**config.mk**
```make
export PLATFORM = sky130hd
export DESIGN_NAME = adder
export DESIGN_NICKNAME = d
export VERILOG_FILES = /design/src/rtl/adder_pkg.sv /design/src/rtl/adder_cla4.sv /design/src/rtl/adder.sv
export SDC_FILE = /design/constraint.sdc
export NUM_CORES = 1
export LEC_CHECK = 0
export ABC_AREA = 0
export CORE_MARGIN = 5
export CORE_UTILIZATION = 43
export CTS_BUF_LIST = sky130_fd_sc_hd__clkbuf_2
export DETAILED_ROUTE_END_ITERATION = 7
export PLACE_DENSITY = 0.83
export SYNTH_ARGS = -nofsm -noshare
export SYNTH_HDL_FRONTEND = slang
export SYNTH_SLANG_ARGS = --single-unit
export TNS_END_PERCENT = 100
```
**constraint.sdc**
```tcl
create_clock -name clk -period 7.2 [get_ports clk]
set_input_delay 1.44 -clock clk [delete_from_list [all_inputs] [get_ports clk]]
set_output_delay 1.44 -clock clk [all_outputs]
set_load 0.1 [all_outputs]
```
**src/rtl/adder_pkg.sv**
```systemverilog
// -----------------------------------------------------------------------------
// adder_pkg
// Shared processor constants used by the datapath adder.
//   XLEN    : native datapath width; default operand width of the adder
//   FLAG_C  : bit index of the carry flag inside a packed flag vector
//   FLAG_V  : bit index of the signed-overflow flag
//   FLAG_Z  : bit index of the zero flag
//   NFLAGS  : width of the packed flag vector
// -----------------------------------------------------------------------------
package adder_pkg;

    localparam int XLEN   = 32;
    localparam int NFLAGS = 3;
    localparam int FLAG_C = 2;
    localparam int FLAG_V = 1;
    localparam int FLAG_Z = 0;

    // Signed overflow: both operands share a sign that the result does not.
    function automatic logic signed_ovf(input logic a_msb,
                                        input logic b_msb,
                                        input logic s_msb);
        return (a_msb == b_msb) && (s_msb != a_msb);
    endfunction

endpackage : adder_pkg

```
**src/rtl/adder_cla4.sv**
```systemverilog
// -----------------------------------------------------------------------------
// cla4
// 4-bit carry-lookahead slice. Produces its sum bits plus the group
// generate/propagate pair consumed by the group lookahead level in adder.
//   a, b : 4-bit operand slices
//   ci   : carry into the slice
//   s    : 4-bit sum slice
//   g    : group generate (slice produces a carry regardless of ci)
//   p    : group propagate (slice passes ci through to its carry out)
// -----------------------------------------------------------------------------
module cla4 (
    input  logic [3:0] a,
    input  logic [3:0] b,
    input  logic       ci,
    output logic [3:0] s,
    output logic       g,
    output logic       p
);

    logic [3:0] gen_s;
    logic [3:0] prop_s;
    logic [3:0] carry_s;

    // Bit-level generate/propagate, internal lookahead carries and slice outputs.
    always_comb begin
        gen_s  = a & b;
        prop_s = a ^ b;

        carry_s[0] = ci;
        carry_s[1] = gen_s[0] | (prop_s[0] & ci);
        carry_s[2] = gen_s[1] | (prop_s[1] & gen_s[0])
                   | (prop_s[1] & prop_s[0] & ci);
        carry_s[3] = gen_s[2] | (prop_s[2] & gen_s[1])
                   | (prop_s[2] & prop_s[1] & gen_s[0])
                   | (prop_s[2] & prop_s[1] & prop_s[0] & ci);

        s = prop_s ^ carry_s;

        g = gen_s[3] | (prop_s[3] & gen_s[2])
          | (prop_s[3] & prop_s[2] & gen_s[1])
          | (prop_s[3] & prop_s[2] & prop_s[1] & gen_s[0]);
        // XOR propagate is safe here: g and p can never both be set per bit.
        p = &prop_s;
    end

endmodule : cla4

```
**src/rtl/adder.sv**
```systemverilog
// -----------------------------------------------------------------------------
// adder
// Parameterised two-operand integer adder (PC+4, branch targets). Purely
// combinational sum and flags, plus an optional registered copy.
//   WIDTH   : operand/result width, multiple of 4, >= 4 (default XLEN)
//   clk     : clock for the output register only
//   rst_n   : asynchronous active-low reset of the output register
//   a_in    : operand A (unsigned or two's complement)
//   b_in    : operand B
//   cin     : carry-in
//   en      : capture enable for the output register
//   c_out   : combinational (a_in + b_in + cin) mod 2^WIDTH
//   carry_o : combinational carry out of the MSB
//   ovf_o   : combinational signed overflow
//   zero_o  : combinational, high when c_out == 0
//   sum_q   : registered c_out
//   flags_q : registered {carry_o, ovf_o, zero_o}
//   valid_q : high once sum_q holds a captured result
// -----------------------------------------------------------------------------
module adder
    import adder_pkg::*;
#(
    parameter int WIDTH = XLEN
) (
    input  logic              clk,
    input  logic              rst_n,
    input  logic [WIDTH-1:0]  a_in,
    input  logic [WIDTH-1:0]  b_in,
    input  logic              cin,
    input  logic              en,
    output logic [WIDTH-1:0]  c_out,
    output logic              carry_o,
    output logic              ovf_o,
    output logic              zero_o,
    output logic [WIDTH-1:0]  sum_q,
    output logic [NFLAGS-1:0] flags_q,
    output logic              valid_q
);

    localparam int NG = WIDTH / 4;

    logic [WIDTH-1:0]  sum_s;
    logic [NG-1:0]     grp_g_s;
    logic [NG-1:0]     grp_p_s;
    logic [NG:0]       grp_carry_s;
    logic              run_p_s;
    logic [NFLAGS-1:0] flags_s;

    logic [WIDTH-1:0]  sum_r;
    logic [NFLAGS-1:0] flags_r;
    logic              valid_r;

    genvar gi;
    generate
        for (gi = 0; gi < NG; gi++) begin : g_slice
            cla4 u_cla4 (
                .a  (a_in[4*gi +: 4]),
                .b  (b_in[4*gi +: 4]),
                .ci (grp_carry_s[gi]),
                .s  (sum_s[4*gi +: 4]),
                .g  (grp_g_s[gi]),
                .p  (grp_p_s[gi])
            );
        end
    endgenerate

    // Group lookahead: each slice carry-in is the OR of every lower generate
    // qualified by the propagates above it, plus cin through all propagates.
    always_comb begin
        grp_carry_s    = {(NG+1){1'b0}};
        run_p_s        = 1'b1;
        grp_carry_s[0] = cin;
        for (int i = 0; i < NG; i++) begin
            run_p_s = 1'b1;
            for (int j = i; j >= 0; j--) begin
                grp_carry_s[i+1] = grp_carry_s[i+1] | (run_p_s & grp_g_s[j]);
                run_p_s          = run_p_s & grp_p_s[j];
            end
            grp_carry_s[i+1] = grp_carry_s[i+1] | (run_p_s & cin);
        end
    end

    // Combinational result and flag vector.
    always_comb begin
        flags_s         = {NFLAGS{1'b0}};
        flags_s[FLAG_C] = grp_carry_s[NG];
        flags_s[FLAG_V] = signed_ovf(a_in[WIDTH-1], b_in[WIDTH-1], sum_s[WIDTH-1]);
        flags_s[FLAG_Z] = (sum_s == {WIDTH{1'b0}});
    end

    assign c_out   = sum_s;
    assign carry_o = flags_s[FLAG_C];
    assign ovf_o   = flags_s[FLAG_V];
    assign zero_o  = flags_s[FLAG_Z];

    // Output register: capture the combinational result when enabled.
    always_ff @(posedge clk or negedge rst_n) begin
        if (!rst_n) begin
            sum_r   <= {WIDTH{1'b0}};
            flags_r <= {NFLAGS{1'b0}};
            valid_r <= 1'b0;
        end else if (en) begin
            sum_r   <= sum_s;
            flags_r <= flags_s;
            valid_r <= 1'b1;
        end else begin
            sum_r   <= sum_r;
            flags_r <= flags_r;
            valid_r <= valid_r;
        end
    end

    assign sum_q   = sum_r;
    assign flags_q = flags_r;
    assign valid_q = valid_r;

endmodule : adder

```
# Yosys cells after proc, flatten, opt, wreduce, memory -nomap -nowiden
# Cells that the tools add are included.
[word_totals] register_bits=36 input_bits=68 output_inout_bits=71 wordCells=323
[classes] n_eq_ne=2 n_bitwise=308 n_reduce_logical=10
[op_table] cell="$and A1 B1 Y1" count=176
[op_table] cell="$or A1 B1 Y1" count=108
[op_table] cell="$xor A4 B4 Y4" count=16
[op_table] cell="$and A4 B4 Y4" count=8
[op_table] cell="$logic_not A32 Y1" count=1
[op_table] cell="$reduce_and A4 Y1" count=8
[op_table] cell="$eq A1 B1 Y1" count=1
[op_table] cell="$logic_and A1 B1 Y1" count=1
[op_table] cell="$ne A1 B1 Y1" count=1

# Longest topological paths before layout
[logic_depth] ltp_word=18 ltp_mapped=16 depth_no_buf=16

# By module
# From an unflattened synthesis, not the netlist that was laid out.
[hier_totals] hier_cells=288 area_unflattened_um2=3021.6
[modules_own_cells] mod="adder" n_inst=1 cells_each=112 area_per_inst_um2=1560.2 seq_area_each_um2=900.9
[modules_own_cells] mod="cla4" n_inst=8 cells_each=22 area_per_inst_um2=182.7 seq_area_each_um2=0.0

# Worst setup path after synthesis
# Ideal clock, no wire load.
[synth_timing] kind="input to output" from="in a_in[5]" to="out zero_o" t_arrival_ns=6.581 t_required_ns=5.760 path_slack_ns=-0.821 cell_stages=15 path_buffers=0 path_cell_list="ha_1 a211o_1 a221o_1 nor2b_1 o211ai_1 nand2_1 fa_1 xor2_1 nor4_1 nand4_1 or4_1 or3_1 nor3_2 nand4_1 nor2_1"
[synth_between] elab_chain_len=12 word_cells_on_any_way=110 cone_classes="108 x bitwise; 2 x reduce/logical"
[synth_rtl] item="start, declared" line_no="adder.sv:27" rtl="input logic [WIDTH-1:0] a_in,"
[synth_rtl] item="$and A4 B4 Y4 or $xor A4 B4 Y4 (tied branches)" line_no="adder_cla4.sv:26, adder_cla4.sv:27"
[synth_rtl] item="$and A1 B1 Y1 (on tied branches)" line_no="adder_cla4.sv:40, adder_cla4.sv:41"
[synth_rtl] item="$or A1 B1 Y1 or $and A1 B1 Y1 (tied branches)" line_no="adder_cla4.sv:40, adder_cla4.sv:41"
[synth_rtl] item="$or A1 B1 Y1" line_no="adder_cla4.sv:41" rtl="| (prop_s[3] & prop_s[2] & prop_s[1] & gen_s[0]);"
[synth_rtl] item="$and A1 B1 Y1" line_no="adder.sv:76" rtl="grp_carry_s[i+1] = grp_carry_s[i+1] | (run_p_s & grp_g_s[j]);"
[synth_rtl] item="$or A1 B1 Y1 (2 in a row)" line_no="adder.sv:76"
[synth_rtl] item="$or A1 B1 Y1 (*)" line_no="adder.sv:79" rtl="grp_carry_s[i+1] = grp_carry_s[i+1] | (run_p_s & cin);"
[synth_rtl] item="$and A1 B1 Y1 (*)" line_no="adder_cla4.sv:30" rtl="carry_s[1] = gen_s[0] | (prop_s[0] & ci);"
[synth_rtl] item="$or A1 B1 Y1 (*)" line_no="adder_cla4.sv:30"
[synth_rtl] item="$xor A4 B4 Y4 (*)" line_no="adder_cla4.sv:37" rtl="s = prop_s ^ carry_s;"
[synth_rtl] item="named net c_out[21]" line_no="adder.sv:31" rtl="output logic [WIDTH-1:0] c_out,"
[synth_rtl] item="$logic_not A32 Y1 (*)" line_no="adder.sv:88" rtl="flags_s[FLAG_Z] = (sum_s == {WIDTH{1'b0}});"
[synth_rtl] item="end, declared" line_no="adder.sv:34" rtl="output logic zero_o,"
# Mark *: on every way through the listed nets, which the timed path passes. The rest lies on a longest branch.

# Final worst setup path
[layout_timing] from="in a_in[23]" to="out zero_o"
[layout_between] elab_chain_len=17 word_cells_on_any_way=64 cone_classes="62 x bitwise; 2 x reduce/logical"
[layout_rtl] item="$xor A4 B4 Y4" line_no="adder_cla4.sv:27" rtl="prop_s = a ^ b;"
[layout_rtl] item="$and A1 B1 Y1 (on tied branches)" line_no="adder_cla4.sv:39, adder_cla4.sv:40, adder_cla4.sv:41"
[layout_rtl] item="$or A1 B1 Y1 (tied with other cells)" line_no="adder_cla4.sv:39" rtl="g = gen_s[3] | (prop_s[3] & gen_s[2])"
[layout_rtl] item="$or A1 B1 Y1 or $and A1 B1 Y1 (tied branches)" line_no="adder_cla4.sv:40, adder_cla4.sv:41"
[layout_rtl] item="$or A1 B1 Y1" line_no="adder_cla4.sv:41"
[layout_rtl] item="$and A1 B1 Y1" line_no="adder.sv:76"
[layout_rtl] item="$or A1 B1 Y1 (6 in a row)" line_no="adder.sv:76"
[layout_rtl] item="$or A1 B1 Y1" line_no="adder.sv:79"
[layout_rtl] item="$and A1 B1 Y1 (on tied branches)" line_no="adder_cla4.sv:30, adder_cla4.sv:32, adder_cla4.sv:35"
[layout_rtl] item="$or A1 B1 Y1 (on tied branches)" line_no="adder_cla4.sv:30, adder_cla4.sv:32, adder_cla4.sv:35"
[layout_rtl] item="$xor A4 B4 Y4" line_no="adder_cla4.sv:37"
[layout_rtl] item="$logic_not A32 Y1 (*)" line_no="adder.sv:88"
# Mark *: on every way between the ends. The rest lies on a longest branch, timed or not.

==> run metrics <==
Hold Path Origin=valid_q; Top cell by count, worst path=nand4_1; #FFs+latches synth=36; Worst Path Arrival=5750 ps; clock buffer depth=2; DR DRC count=0; Routed WL=11400 µm; DR pass1 iterations=4; Tmin final=7190 ps; post-route ant nets=0; Hold Path Class=register to register; Pwr per Cell Area=298 mW/mm²; max_cap viols=0; height of the die=93.3 µm; Placed Cells=537; Hold Path End=valid_q; Syn Nets=411; Flop pwr share=0.170; CTS tree=built; setup slack, reg-to-reg=6410 ps; leak pwr=2.44 nW; clock share of power=0.061; internal power=0.595 mW; CTS root buf=clkbuf_2; CTS HTree Levels=2; Crit path largest cell delay=520 ps; ys async rst share=1.00; CP Cell Sequence=clkdlybuf4s50_1 > ha_4 > nand4_1 > nor3_4 > nand2_1 > or3_4 > nand2_2 > fa_2 > nor4_2 > nand4_1 > or4_1 > or3_4 > nor3_2 > nand4_1 > nor2_2 > buf_12; # rows=30; Mapped Area=0.00298 mm²; CTS Buf Count=5; Worst path slowest cell=or4_1; Crit path required time=5760 ps; Unique masters post-synth=57; DR vias=3230; largest net degree at the start of global routing=37; Post-synth EDFFs=0; IO Count=139; die width=93.3 µm; Top delay family on crit path=simple AND/OR/NAND/NOR gates; final worst slack=10.6 ps; clk sinks=36; Finish-stage setup viols=0; Clock transition at path regs=200 ps; antenna cells=0; initial antenna violation count=0; count of final hold-check violations=0; Synthesis Warnings=0; Worst VDD drop=0.211 mV; Final Hold Slack=504 ps; Switching Share=0.626; Initial Util=0.441; Area growth syn-to-layout=79.1%; Worst R2R Start=sum_q[10]; crit path buf inv count=2; first-pass GRT wire length=15600 µm; fmax=139 MHz; DR vias/cell=5.67; Max FO, Critical Path=4; fin cells=570; drt wl/cell=20.1 µm; crit share post-route=0.999; Worst Path Class, Setup=input pin to output pin; relative slew slack=0.310; syn_area_per_cell=9.84 µm²; slew at the pin with the worst max-slew slack=1030 ps; Global Route Usage Sum=0.223; hold path cells=1; startpoint types=input pin; Placement Setup Slack=-53.8 ps; core footprint=0.00676 mm²; worst r2r path cells=1; grt ovf=0; PortBufs=138; Detailed Route Iter0 Violations=182; share of cells above drive strength 1=0.382; Die Area=0.00870 mm²; Main synth FF type=dfrtp_1; detailed placement HPWL=8320 µm; status=finished clean; GPL Wtd Cong=0.923; Clock Skews=0 ps; combinational power share=0.768; element type at the critical path end=output pin; Sw Pwr=0.998 mW; Final Net Count=597; R2R Path End=sum_q[10]; vias in the first global route=3117; Slew Viols, Final=0; cells after synthesis=303; sequential area share after synthesis=0.302; later-pin clock latency in the skew report=400 ps
==> power by group through the flow <==
stage	sequential, mW	clock, mW	combinational [mW]
2_1_floorplan	0.617	0	0.523
5_1_grt	0.278	0.108	1.26
4_1_cts	0.271	0.0989	1.16
3_3_place_gp	0.274	0	1.15
3_5_place_dp	0.276	0	1.15
6_report	0.271	0.0979	1.22
==> cell usage after synthesis (all sizes together), types with 8 or more instances <==
| library cell | number | area, µm² |
|---|---|---|
| a21o | 9 | 67.6 |
| a21oi | 18 | 90.1 |
| dfrtp | 36 | 901 |
| fa | 8 | 160 |
| ha | 32 | 400 |
| inv | 12 | 45.0 |
| mux2 | 26 | 293 |
| nand2 | 14 | 52.6 |
| nor2 | 40 | 150 |
| o21ai | 9 | 48.8 |
| xnor2 | 10 | 87.6 |
| xor2 | 10 | 87.6 |
==> per-stage QoR <==
step                       util  total power, mW  area (µm²)  setup TNS (ps)
after floorplan               -             1.14        3110            -444
after global placement    0.690             1.42        4660               0
final                     0.791             1.59        5340               0
after global routing      0.791             1.65        5340            -164
after detailed placement  0.690             1.43        4660           -53.8
after CTS                 0.698             1.53        4720               0
==> timing repair <==
item	in CTS	in global routing
pin swaps	4	45
gates resized for setup	1	94
buffers inserted	1	24
endpoints found under the setup margin	1	1
hold buffers	0	0
==> worst max path at each step <==
stage | from | to | slack, ps | depth (start not counted)
floorplan | a_in[5] | zero_o | -440 | 15
global placement | a_in[5] | zero_o | 80 | 17
detailed placement | b_in[5] | zero_o | -50 | 17
CTS | b_in[5] | zero_o | 10 | 17
global route | a_in[23] | zero_o | -160 | 16
finish | a_in[23] | zero_o | 10 | 16
==> metal layers <==
| metal | vias to the layer above | wire [µm] | global-route usage |
|---|---|---|---|
| met3 | 15 | 1010 | 0.0676 |
| met2 | 153 | 5830 | 0.388 |
| met5 | - | 0 | 0 |
| met1 | 1563 | 4420 | 0.275 |
| met4 | 0 | 179 | 0.0391 |
| li1 | 1499 | - | - |
==> cell type report <==
cell class	count	area, µm²
fillers	395	1420
inverters	13	48.8
multi-input cells	249	2510
clock buffers	5	25.0
repair buffers	184	1730
flip-flops and latches	36	901
well taps	80	100
clock inverters	3	18.8
==> registers in the layout, summed over array words and instances, names as in the netlist <==
name,count
sum_q,32
flags_q,3
valid_q,1
==> kinds of logic after synthesis <==
| group | count (synthesis) | share of synthesized area |
|---|---|---|
| AND/OR/NAND/NOR | 89 | 0.143 |
| AO/OA/AOI/OAI | 73 | 0.183 |
| adder cells (fa/ha/maj) | 40 | 0.188 |
| flip-flops | 36 | 0.302 |
| multiplexers | 27 | 0.102 |
| XOR/XNOR | 20 | 0.0587 |
| buffers and inverters | 18 | 0.0231 |
==> cell usage in the layout (no fill, tap or decap), types with 3 or more instances in the layout <==
| master | instances |
|---|---|
| o21ai_1 | 4 |
| nand2_1 | 12 |
| dlymetal6s2s_1 | 26 |
| nor2_1 | 39 |
| a21o_1 | 8 |
| nor4_2 | 4 |
| nor2b_1 | 4 |
| mux2_2 | 26 |
| fa_2 | 6 |
| clkbuf_2 | 8 |
| xnor2_1 | 10 |
| a31oi_1 | 4 |
| buf_6 | 3 |
| ha_4 | 17 |
| a211oi_1 | 4 |
| clkdlybuf4s50_1 | 78 |
| ha_2 | 5 |
| dfrtp_1 | 36 |
| inv_1 | 10 |
| buf_4 | 71 |
| o211ai_1 | 3 |
| xor2_4 | 4 |
| nand4_1 | 7 |
| ha_1 | 10 |
| xor2_1 | 4 |
| a21oi_2 | 3 |
| a21oi_1 | 15 |
(Power assumes the default switching activity.)
